$ cat src/rtl/vga_pkg.sv
// Shared VGA window constants, register field codes and the rectangle record
// used by the timing generator and the pixel renderer.
package vga_pkg;

  localparam int H_ACTIVE_START = 144;
  localparam int V_ACTIVE_START = 35;
  localparam int H_ACTIVE       = 640;
  localparam int V_ACTIVE       = 480;

  localparam logic [2:0] FLD_X0    = 3'd0;
  localparam logic [2:0] FLD_X1    = 3'd1;
  localparam logic [2:0] FLD_Y0    = 3'd2;
  localparam logic [2:0] FLD_Y1    = 3'd3;
  localparam logic [2:0] FLD_COLOR = 3'd4;
  localparam logic [2:0] FLD_EN    = 3'd5;
  localparam logic [2:0] FLD_RSVD  = 3'd6;
  localparam logic [2:0] FLD_BG    = 3'd7;

  typedef struct packed {
    logic [9:0] x0;
    logic [9:0] x1;
    logic [9:0] y0;
    logic [9:0] y1;
    logic [5:0] color;
    logic       en;
  } rect_t;

  // Inclusive range test; lo > hi yields an empty range.
  function automatic logic in_range(input logic [9:0] v,
                                    input logic [9:0] lo,
                                    input logic [9:0] hi);
    return (v >= lo) && (v <= hi);
  endfunction

endpackage

$ cat src/rtl/vga_rect_renderer_rect_hit.sv
// Single rectangle slot: inclusive bound compare of the translated pixel
// position against one live rectangle record.
module rect_hit
  import vga_pkg::*;
(
  input  rect_t      i_rect,
  input  logic [9:0] i_px,
  input  logic [9:0] i_py,
  output logic       o_hit
);

  logic w_in_x;
  logic w_in_y;

  assign w_in_x = in_range(i_px, i_rect.x0, i_rect.x1);
  assign w_in_y = in_range(i_py, i_rect.y0, i_rect.y1);
  assign o_hit  = i_rect.en && w_in_x && w_in_y;

endmodule

$ cat src/rtl/vga_rect_renderer.sv
// Two-stage pixel renderer: prioritised solid rectangles over a background,
// with shadow registers committed once per frame at x==0,y==0.
module vga_rect_renderer
  import vga_pkg::*;
#(
  parameter int NUM_RECTS = 4,
  parameter int COLOR_W   = 2
) (
  input  logic                          clk,
  input  logic                          rst_n,
  input  logic [9:0]                    x,
  input  logic [9:0]                    y,
  input  logic                          active,
  input  logic                          hs_in,
  input  logic                          vs_in,
  input  logic                          wr_en,
  input  logic [$clog2(NUM_RECTS)+2:0]  wr_addr,
  input  logic [9:0]                    wr_data,
  output logic [COLOR_W-1:0]            r,
  output logic [COLOR_W-1:0]            g,
  output logic [COLOR_W-1:0]            b,
  output logic                          hs_out,
  output logic                          vs_out,
  output logic                          active_out,
  output logic                          frame_tick
);

  localparam int AW = $clog2(NUM_RECTS) + 3;
  localparam int CW = 3 * COLOR_W;

  logic             w_commit;
  logic [2:0]       w_field;
  logic [AW-1:0]    w_idx;
  logic [9:0]       w_px;
  logic [9:0]       w_py;
  logic [NUM_RECTS-1:0] w_hit;
  logic [CW-1:0]    w_rgb;

  rect_t            r_shadow [NUM_RECTS];
  rect_t            r_live   [NUM_RECTS];
  logic [CW-1:0]    r_bg_shadow;
  logic [CW-1:0]    r_bg_live;
  logic             r_tick;

  logic [NUM_RECTS-1:0] r_hit;
  logic             r_act1;
  logic             r_hs1;
  logic             r_vs1;

  logic [CW-1:0]    r_rgb;
  logic             r_hs2;
  logic             r_vs2;
  logic             r_act2;

  assign w_commit = (x == 10'd0) && (y == 10'd0);
  assign w_field  = wr_addr[2:0];
  assign w_idx    = wr_addr >> 3;
  assign w_px     = x - 10'(H_ACTIVE_START);
  assign w_py     = y - 10'(V_ACTIVE_START);

  // Host writes land in the shadow copies only; the background ignores rect_idx.
  always_ff @(posedge clk or negedge rst_n) begin
    if (!rst_n) begin
      for (int i = 0; i < NUM_RECTS; i++) begin
        r_shadow[i] <= '0;
      end
      r_bg_shadow <= '0;
    end else if (wr_en) begin
      if (w_field == FLD_BG) begin
        r_bg_shadow <= wr_data[CW-1:0];
      end
      for (int i = 0; i < NUM_RECTS; i++) begin
        if (w_idx == AW'(i)) begin
          case (w_field)
            FLD_X0:    r_shadow[i].x0    <= wr_data;
            FLD_X1:    r_shadow[i].x1    <= wr_data;
            FLD_Y0:    r_shadow[i].y0    <= wr_data;
            FLD_Y1:    r_shadow[i].y1    <= wr_data;
            FLD_COLOR: r_shadow[i].color <= 6'(wr_data[CW-1:0]);
            FLD_EN:    r_shadow[i].en    <= wr_data[0];
            default:   ;
          endcase
        end
      end
    end
  end

  // Frame commit: live copies take the pre-write shadow values on x==0,y==0.
  always_ff @(posedge clk or negedge rst_n) begin
    if (!rst_n) begin
      for (int i = 0; i < NUM_RECTS; i++) begin
        r_live[i] <= '0;
      end
      r_bg_live <= '0;
      r_tick    <= 1'b0;
    end else begin
      r_tick <= w_commit;
      if (w_commit) begin
        r_live    <= r_shadow;
        r_bg_live <= r_bg_shadow;
      end
    end
  end

  for (genvar gi = 0; gi < NUM_RECTS; gi++) begin : g_slot
    rect_hit u_rect_hit (
      .i_rect (r_live[gi]),
      .i_px   (w_px),
      .i_py   (w_py),
      .o_hit  (w_hit[gi])
    );
  end

  // Stage 1: per-slot hit vector plus the timing flags it belongs to.
  always_ff @(posedge clk or negedge rst_n) begin
    if (!rst_n) begin
      r_hit  <= '0;
      r_act1 <= 1'b0;
      r_hs1  <= 1'b0;
      r_vs1  <= 1'b0;
    end else begin
      r_hit  <= w_hit;
      r_act1 <= active;
      r_hs1  <= hs_in;
      r_vs1  <= vs_in;
    end
  end

  // Descending scan so the lowest-index hit is the last one to overwrite.
  always_comb begin
    w_rgb = r_bg_live;
    for (int i = NUM_RECTS - 1; i >= 0; i--) begin
      w_rgb = r_hit[i] ? r_live[i].color[CW-1:0] : w_rgb;
    end
    w_rgb = r_act1 ? w_rgb : '0;
  end

  // Stage 2: registered colour and the re-registered timing flags.
  always_ff @(posedge clk or negedge rst_n) begin
    if (!rst_n) begin
      r_rgb  <= '0;
      r_hs2  <= 1'b0;
      r_vs2  <= 1'b0;
      r_act2 <= 1'b0;
    end else begin
      r_rgb  <= w_rgb;
      r_hs2  <= r_hs1;
      r_vs2  <= r_vs1;
      r_act2 <= r_act1;
    end
  end

  assign r          = r_rgb[CW-1 -: COLOR_W];
  assign g          = r_rgb[2*COLOR_W-1 -: COLOR_W];
  assign b          = r_rgb[COLOR_W-1:0];
  assign hs_out     = r_hs2;
  assign vs_out     = r_vs2;
  assign active_out = r_act2;
  assign frame_tick = r_tick;

endmodule
$ cat config.mk
export PLATFORM = sky130hd
export DESIGN_NAME = vga_rect_renderer
export DESIGN_NICKNAME = d
export VERILOG_FILES = /design/src/rtl/vga_pkg.sv /design/src/rtl/vga_rect_renderer_rect_hit.sv /design/src/rtl/vga_rect_renderer.sv
export SDC_FILE = /design/constraint.sdc
export NUM_CORES = 1
export LEC_CHECK = 0
export CORE_ASPECT_RATIO = 1.1
export CORE_MARGIN = 3
export CORE_UTILIZATION = 30
export DETAILED_ROUTE_END_ITERATION = 6
export RECOVER_POWER = 50
export SLEW_MARGIN = 20
export SYNTH_ARGS = -nofsm -noshare
export SYNTH_HDL_FRONTEND = slang
export SYNTH_SLANG_ARGS = --single-unit
$ cat constraint.sdc
create_clock -name clk -period 3.19 [get_ports clk]
set_input_delay 0.4785 -clock clk [delete_from_list [all_inputs] [get_ports clk]]
set_output_delay 0.4785 -clock clk [all_outputs]
set_load 0.01 [all_outputs]
==> Word level (Yosys, flattened, before mapping) <==
Index checks and enable logic that the tools add are counted.
{ "word_totals": {"register_bits": 405, "latch_bits": 0, "ramBits": 0, "romBits": 0, "inputBits": 41, "out_inout_bits": 10, "mem_count": 0} }
{ "classes": {"addsub": 2, "multipliers": 0, "div": 0, "magnitude_cmp": 16, "n_eq_ne": 9, "n_shift": 0, "n_mux": 5, "bitwise": 0, "n_reduce_logical": 46} }
{ "ops": {"columns": ["op", "count"], "rows": [
  ["greater-or-equal comparator 10 bit", 8],
  ["<= comparator 10 bit", 8],
  ["AND reduction 3 bit", 24],
  ["two-way mux 6 bit", 5],
  ["zero test 10 bit", 2],
  ["logical AND 1 bit", 17],
  ["subtractor 10 x 6 -> 10 bit, second input constant", 1],
  ["subtractor 10 x 8 -> 10 bit, second input constant", 1],
  ["== test 3 bit, second input constant", 3],
  ["== test 3 x 2 -> 1 bit, second input constant", 2],
  ["zero test 5 bit", 1],
  ["== test 2 bit, second input constant", 2],
  ["== test 3 x 1 -> 1 bit, second input constant", 1],
  ["zero test 3 bit", 1],
  ["== test 2 x 1 -> 1 bit, second input constant", 1],
  ["AND reduction 2 bit", 1]
]} }

==> Longest topological paths before layout <==
Gate-level depths: netlist (run 1).
{ "logic_depth": {"ltp_word": 5, "depth_mapped": 12, "ltp_nobuf": 12} }

==> Cells and area by module <==
A second synthesis (run 1) with hierarchy kept.
{ "hier_totals": {"hier_cells": 1494, "area_unflattened_um2": 20116.8} }
{ "modules_own_cells": {"columns": ["module", "instances", "cells_each", "area_each_um2", "seq_area_each_um2"], "rows": [
  ["vga_rect_renderer", 1, 954, 16017.9, 10134.7],
  ["rect_hit", 4, 135, 1024.7, 0.0]
]} }

==> Least setup slack after synthesis (run 1) <==
Ideal clock, no wire load.
{ "synth_timing": {"path_type": "input to register", "start": "input y[3]", "end": "register r_hit[2]", "setup_ps": 105, "arrival_time_ps": 3005, "t_required_ps": 3085, "setup_slack_ps": 80, "cell_stages": 11, "path_buffers": 0, "path_cell_list": "or3_4 > a21oi_1 > nor2b_1 > nor2_1 > xor2_1 > ha_1 > a21o_1 > a21o_1 > a2111oi_0 > a31oi_1 > nor4b_1"} }
{ "synth_between": {"elab_chain_cells": 4} }
{ "synth_lines": {"columns": ["item", "line", "rtl"], "rows": [
  ["start, declared", "vga_rect_renderer.sv:12", "input logic [9:0] y,"],
  ["subtractor 10 x 6 -> 10 bit *", "vga_rect_renderer.sv:59", "assign w_py = y - 10'(V_ACTIVE_START);"],
  ["greater-or-equal comparator 10 bit / <= comparator 10 bit (equally long branches)", "vga_pkg.sv:32", "return (v >= lo) && (v <= hi);"],
  ["logical AND 1 bit *", "vga_pkg.sv:32", null],
  ["logical AND 1 bit *", "vga_rect_renderer_rect_hit.sv:17", "assign o_hit = i_rect.en && w_in_x && w_in_y;"],
  ["via g_slot[2].u_rect_hit.o_hit", "vga_rect_renderer_rect_hit.sv:9", "output logic o_hit"],
  ["end signal, assigned", "vga_rect_renderer.sv:122", "r_hit <= w_hit;"],
  ["end, declared", "vga_rect_renderer.sv:45", "logic [NUM_RECTS-1:0] r_hit;"]
]} }
Mark *: on every way through the listed nets, which the timed path passes. The rest lies on a longest branch.
A chain may end at the register's enable or synchronous reset.

==> Worst setup path after layout (run 1) <==
{ "layout_timing": {"start": "input y[3]", "end": "register r_hit[0]"} }
{ "layout_between": {"elab_chain_cells": 4} }
{ "layout_lines": {"columns": ["item", "line"], "rows": [
  ["subtractor 10 x 6 -> 10 bit *", "vga_rect_renderer.sv:59"],
  ["greater-or-equal comparator 10 bit / <= comparator 10 bit (equally long branches)", "vga_pkg.sv:32"],
  ["logical AND 1 bit *", "vga_pkg.sv:32"],
  ["logical AND 1 bit *", "vga_rect_renderer_rect_hit.sv:17"],
  ["via g_slot[0].u_rect_hit.o_hit", "vga_rect_renderer_rect_hit.sv:9"]
]} }
Marks and branches as above.

==> flow_metrics.env, run 1 <==
export IMPL_synthToLayoutAreaGrowth_pct=19.6
export IMPL_drtAntennaViolNets=0
export IMPL_critPathTopFamily="simple AND/OR/NAND/NOR gates"
export IMPL_rows=96
export IMPL_clock_path_buffers=3
export IMPL_yosysWarnings=0
export IMPL_grt_overflow=0
export IMPL_routabilityCongestion=0.872
export IMPL_status="finished, violations left"
export IMPL_fmax_mhz=332
export IMPL_gr_usage_all_layers_pct=14.6
export IMPL_drc=0
export IMPL_use_met2_pct=24.5
export IMPL_fp_dieArea_mm2=0.0671
export IMPL_p_leak_nw=11.4
export IMPL_synth_nets=1843
export IMPL_wl_um=47600
export IMPL_finalCritPeriodShare_pct=94.4
export IMPL_dr_pass1_iters=5
export IMPL_ys_dominant_reg_cell="dfrtp_1"
export IMPL_vias=12700
export IMPL_failed_checks="capacitance limit, slew limit"
export IMPL_post_cts_buffers=0
export IMPL_cp_max_fo=4
export IMPL_grt_start_max_net_pins=85
export IMPL_slew_headroom_pct=-4.61
export IMPL_nets=2003
export IMPL_required_ps=3690
export IMPL_cts_root_buf="clkbuf_16"
export IMPL_ir_drop_v=0.000358
export IMPL_final_cells=2669
export IMPL_setup_viol=0
export IMPL_first_global_vias=13500
export IMPL_worstReg2RegEnd="r_hit[0]$_DFF_PN0_"
export IMPL_nFillCells=6068
export IMPL_finClkSkew_ps=27.3
export IMPL_die_height_um=271
export IMPL_clk_latency_ps=590
export IMPL_clk_pin_slew_ps=60
export IMPL_drive_above_1_share_pct=25.3
export IMPL_grt_use_met1_pct=19.5
export IMPL_worst_r2r_path_depth=8
export IMPL_grt_first_pass_wirelength_um=76700
export IMPL_netlist_instances=1638
export IMPL_synth_avg_cell_area_um2=11.7
export IMPL_worst_path_buf_inv=2
export IMPL_hold_depth=0
export IMPL_synth_edf_count=0
export IMPL_hp_class="reg2reg"
export IMPL_ys_seq_elements=405
export IMPL_cts_sink_count=405
export IMPL_ys_types=52
export IMPL_cts_buffers_inserted=46
export IMPL_hpwl_um=32600
export IMPL_slowest_stage="clkdlybuf4s50_1"
export IMPL_portBuffers=50
export IMPL_dieWidth_um=247
export IMPL_initial_core_util_pct=30.6
export IMPL_cp_start_kind="input port"
export IMPL_slew_viol_final=56
export IMPL_synth_async_reset_ratio_pct=100
export IMPL_dp_cells=2582
export IMPL_antenna_found_initial=3
export IMPL_tightest_slew_ps=1570
export IMPL_max_cap_viol_count=1
export IMPL_p_per_area_mw_per_mm2=547
export IMPL_finish_utilization_pct=36.6
export IMPL_max_stage_delay_ps=440
export IMPL_period_needed_ps=3010
export IMPL_synth_area_mm2=0.0192
export IMPL_hp_start="r_hs1$_DFF_PN0_"
export IMPL_r2r_start="r_live[171]$_DFFE_PN0P_"
export IMPL_arrival_ps=3510
export IMPL_cts_tree="built"
export IMPL_vias_per_cell=4.76
export IMPL_initialDrtViolationCount=644
export IMPL_htreeDepth=2
export IMPL_ios=51
export IMPL_endpoint_kind="register"
export IMPL_core_area_mm2=0.0628
export IMPL_hold_viol_final=0
export IMPL_rrSetupSlack_ps=1130
export IMPL_insertedDiodeCount=0
export IMPL_avgRoutedWirePerCell_um=17.8
export IMPL_worstPathCellList="clkdlybuf4s50_1 -> or3_4 -> a21oi_2 -> nor2b_1 -> nor4_2 -> xor2_1 -> buf_4 -> ha_1 -> nand2_1 -> nor2_1 -> a211oi_1 -> o21ai_0 -> a221o_1 -> nor3_1"
export IMPL_path_class="in2reg"
export IMPL_grtUsageMet3_pct=2.54
export IMPL_hold_path_end="hs_out$_DFF_PN0_"
export IMPL_ys_seq_area_share_pct=52.8
export IMPL_busiest_layer="met2"
[metal layers]
| layer | wire [um] | vias up |
|---|---|---|
| met2 | 22500 | 188 |
| met3 | 2060 | 71 |
| li1 | - | 5974 |
| met1 | 22000 | 6468 |
| met4 | 950 | 4 |
| met5 | 30 | - |
[what timing repair did]
action,CTS,global route
setup endpoints to repair,0,4
hold endpoints to repair,47,0
gates resized for setup,0,5
hold buffers,1,0
[report_power, final]
group | internal [W] | switching, W | total [W]
Combinational | 0.000607 | 0.000556 | 0.00116
Sequential | 0.00562 | 0.000238 | 0.00586
Clock | 0.00335 | 0.00218 | 0.00553
[worst register-to-register path, cell delays in order (launching register included)]
cell and delay (ps):
dfrtp_1 370, inv_1 80, ha_1 250, a21oi_1 230
nor2_1 70, a211oi_1 250, o211ai_1 190, a221o_1 370
nor3_1 180
[registers in the layout, indices dropped and copies added, names as in the netlist, 4 cells and up]
signal and flops:
r_shadow 188, r_rgb 6, r_live 188, r_bg_shadow 6
r_hit 4, r_bg_live 6
[area by class of cell]
class                           count  area (um2)  area share [%]
Clock buffer                       65        1340            5.85
Tap cell                          833        1040            4.54
Inverter                          158         593            2.58
Clock inverter                     21         254            1.11
Sequential cell                   405       10100            44.1
Multi-Input combinational cell   1014        8130            35.4
Timing Repair Buffer              173        1480            6.43
[through the flow]
step / TNS [ps] / power, W / cell area, um2 / setup WS [ps] / hold slack (ps)
2_1_floorplan: 0 / 0.00653 / 19200 / 79.9 / 183
3_3_place_gp: -987 / 0.00705 / 21400 / -288 / 333
3_5_place_dp: -1630 / 0.00713 / 21400 / -465 / 339
4_1_cts: 0 / 0.0127 / 23000 / 144 / 292
5_1_grt: -0.0320 / 0.0131 / 23000 / -0.0320 / 356
6_report: 0 / 0.0126 / 23000 / 180 / 348
[how the worst max path moves through the flow]
stage | endpoint | cells past startpoint | start
floorplan | r_hit[2]$_DFF_PN0_ | 11 | y[3]
global placement | r_hit[0]$_DFF_PN0_ | 14 | y[3]
detailed placement | r_hit[3]$_DFF_PN0_ | 13 | y[3]
CTS | r_hit[0]$_DFF_PN0_ | 14 | y[3]
global route | r_hit[0]$_DFF_PN0_ | 14 | y[3]
finish | r_hit[0]$_DFF_PN0_ | 14 | y[3]
[cell families (layout without fill, tap and decap cells)]
logic type | after synthesis | in the layout | synth area share, %
flip-flops | 405 | 405 | 52.8
multiplexers | 256 | 256 | 15.3
adder cells (fa/ha/maj) | 164 | 164 | 10.7
AO/OA/AOI/OAI | 288 | 288 | 8.62
buffers and inverters | 219 | 417 | 5.02
XOR/XNOR | 11 | 11 | 0.502
AND/OR/NAND/NOR | 295 | 295 | 7.05
[cell usage after synthesis (all sizes together) (3+ instances only)]
cell / instances / area [um2]
buf: 40 / 293
nand2: 194 / 748
o31ai: 3 / 22.5
nand4: 24 / 150
a31oi: 7 / 43.8
and2: 6 / 37.5
o21ai: 173 / 866
inv: 158 / 593
nand3: 8 / 40.0
a211oi: 17 / 128
ha: 164 / 2050
a21o: 30 / 225
nor3: 10 / 60.1
nand2b: 9 / 56.3
a21oi: 38 / 190
nor4b: 4 / 35.0
clkbuf: 21 / 78.8
a2111oi: 4 / 35.0
nor3b: 5 / 42.5
xnor2: 3 / 26.3
nor2: 20 / 75.1
nor2b: 5 / 31.3
o21a: 3 / 22.5
dfrtp: 405 / 10100
mux2i: 12 / 120
xor2: 8 / 70.1
mux2: 244 / 2820
nor4: 4 / 31.3
[layout by cell type, fill, tap and decap left out, drive strengths merged, types with 5 or more instances in the layout]
cell type	n
bufinv	5
nor2	20
nor2b	5
a31oi	7
and2	6
a21oi	38
mux2	244
nor3	10
clkdlybuf4s50	43
o21ai	173
dfrtp	405
a211oi	17
mux2i	12
clkinv	12
buf	117
ha	164
clkbuf	74
inv	160
nor3b	5
a21o	30
nand2	194
nand3	8
nand4	24
xor2	8
nand2b	9
No activity file was read; power rests on OpenSTA's default activity.
==> run 2: changes to the inputs <==
Settings changed: SETUP_SLACK_MARGIN set to 0.02.
==> results of run 2 <==
No change in the layout: final DEF, timing and power equal those of run 1.
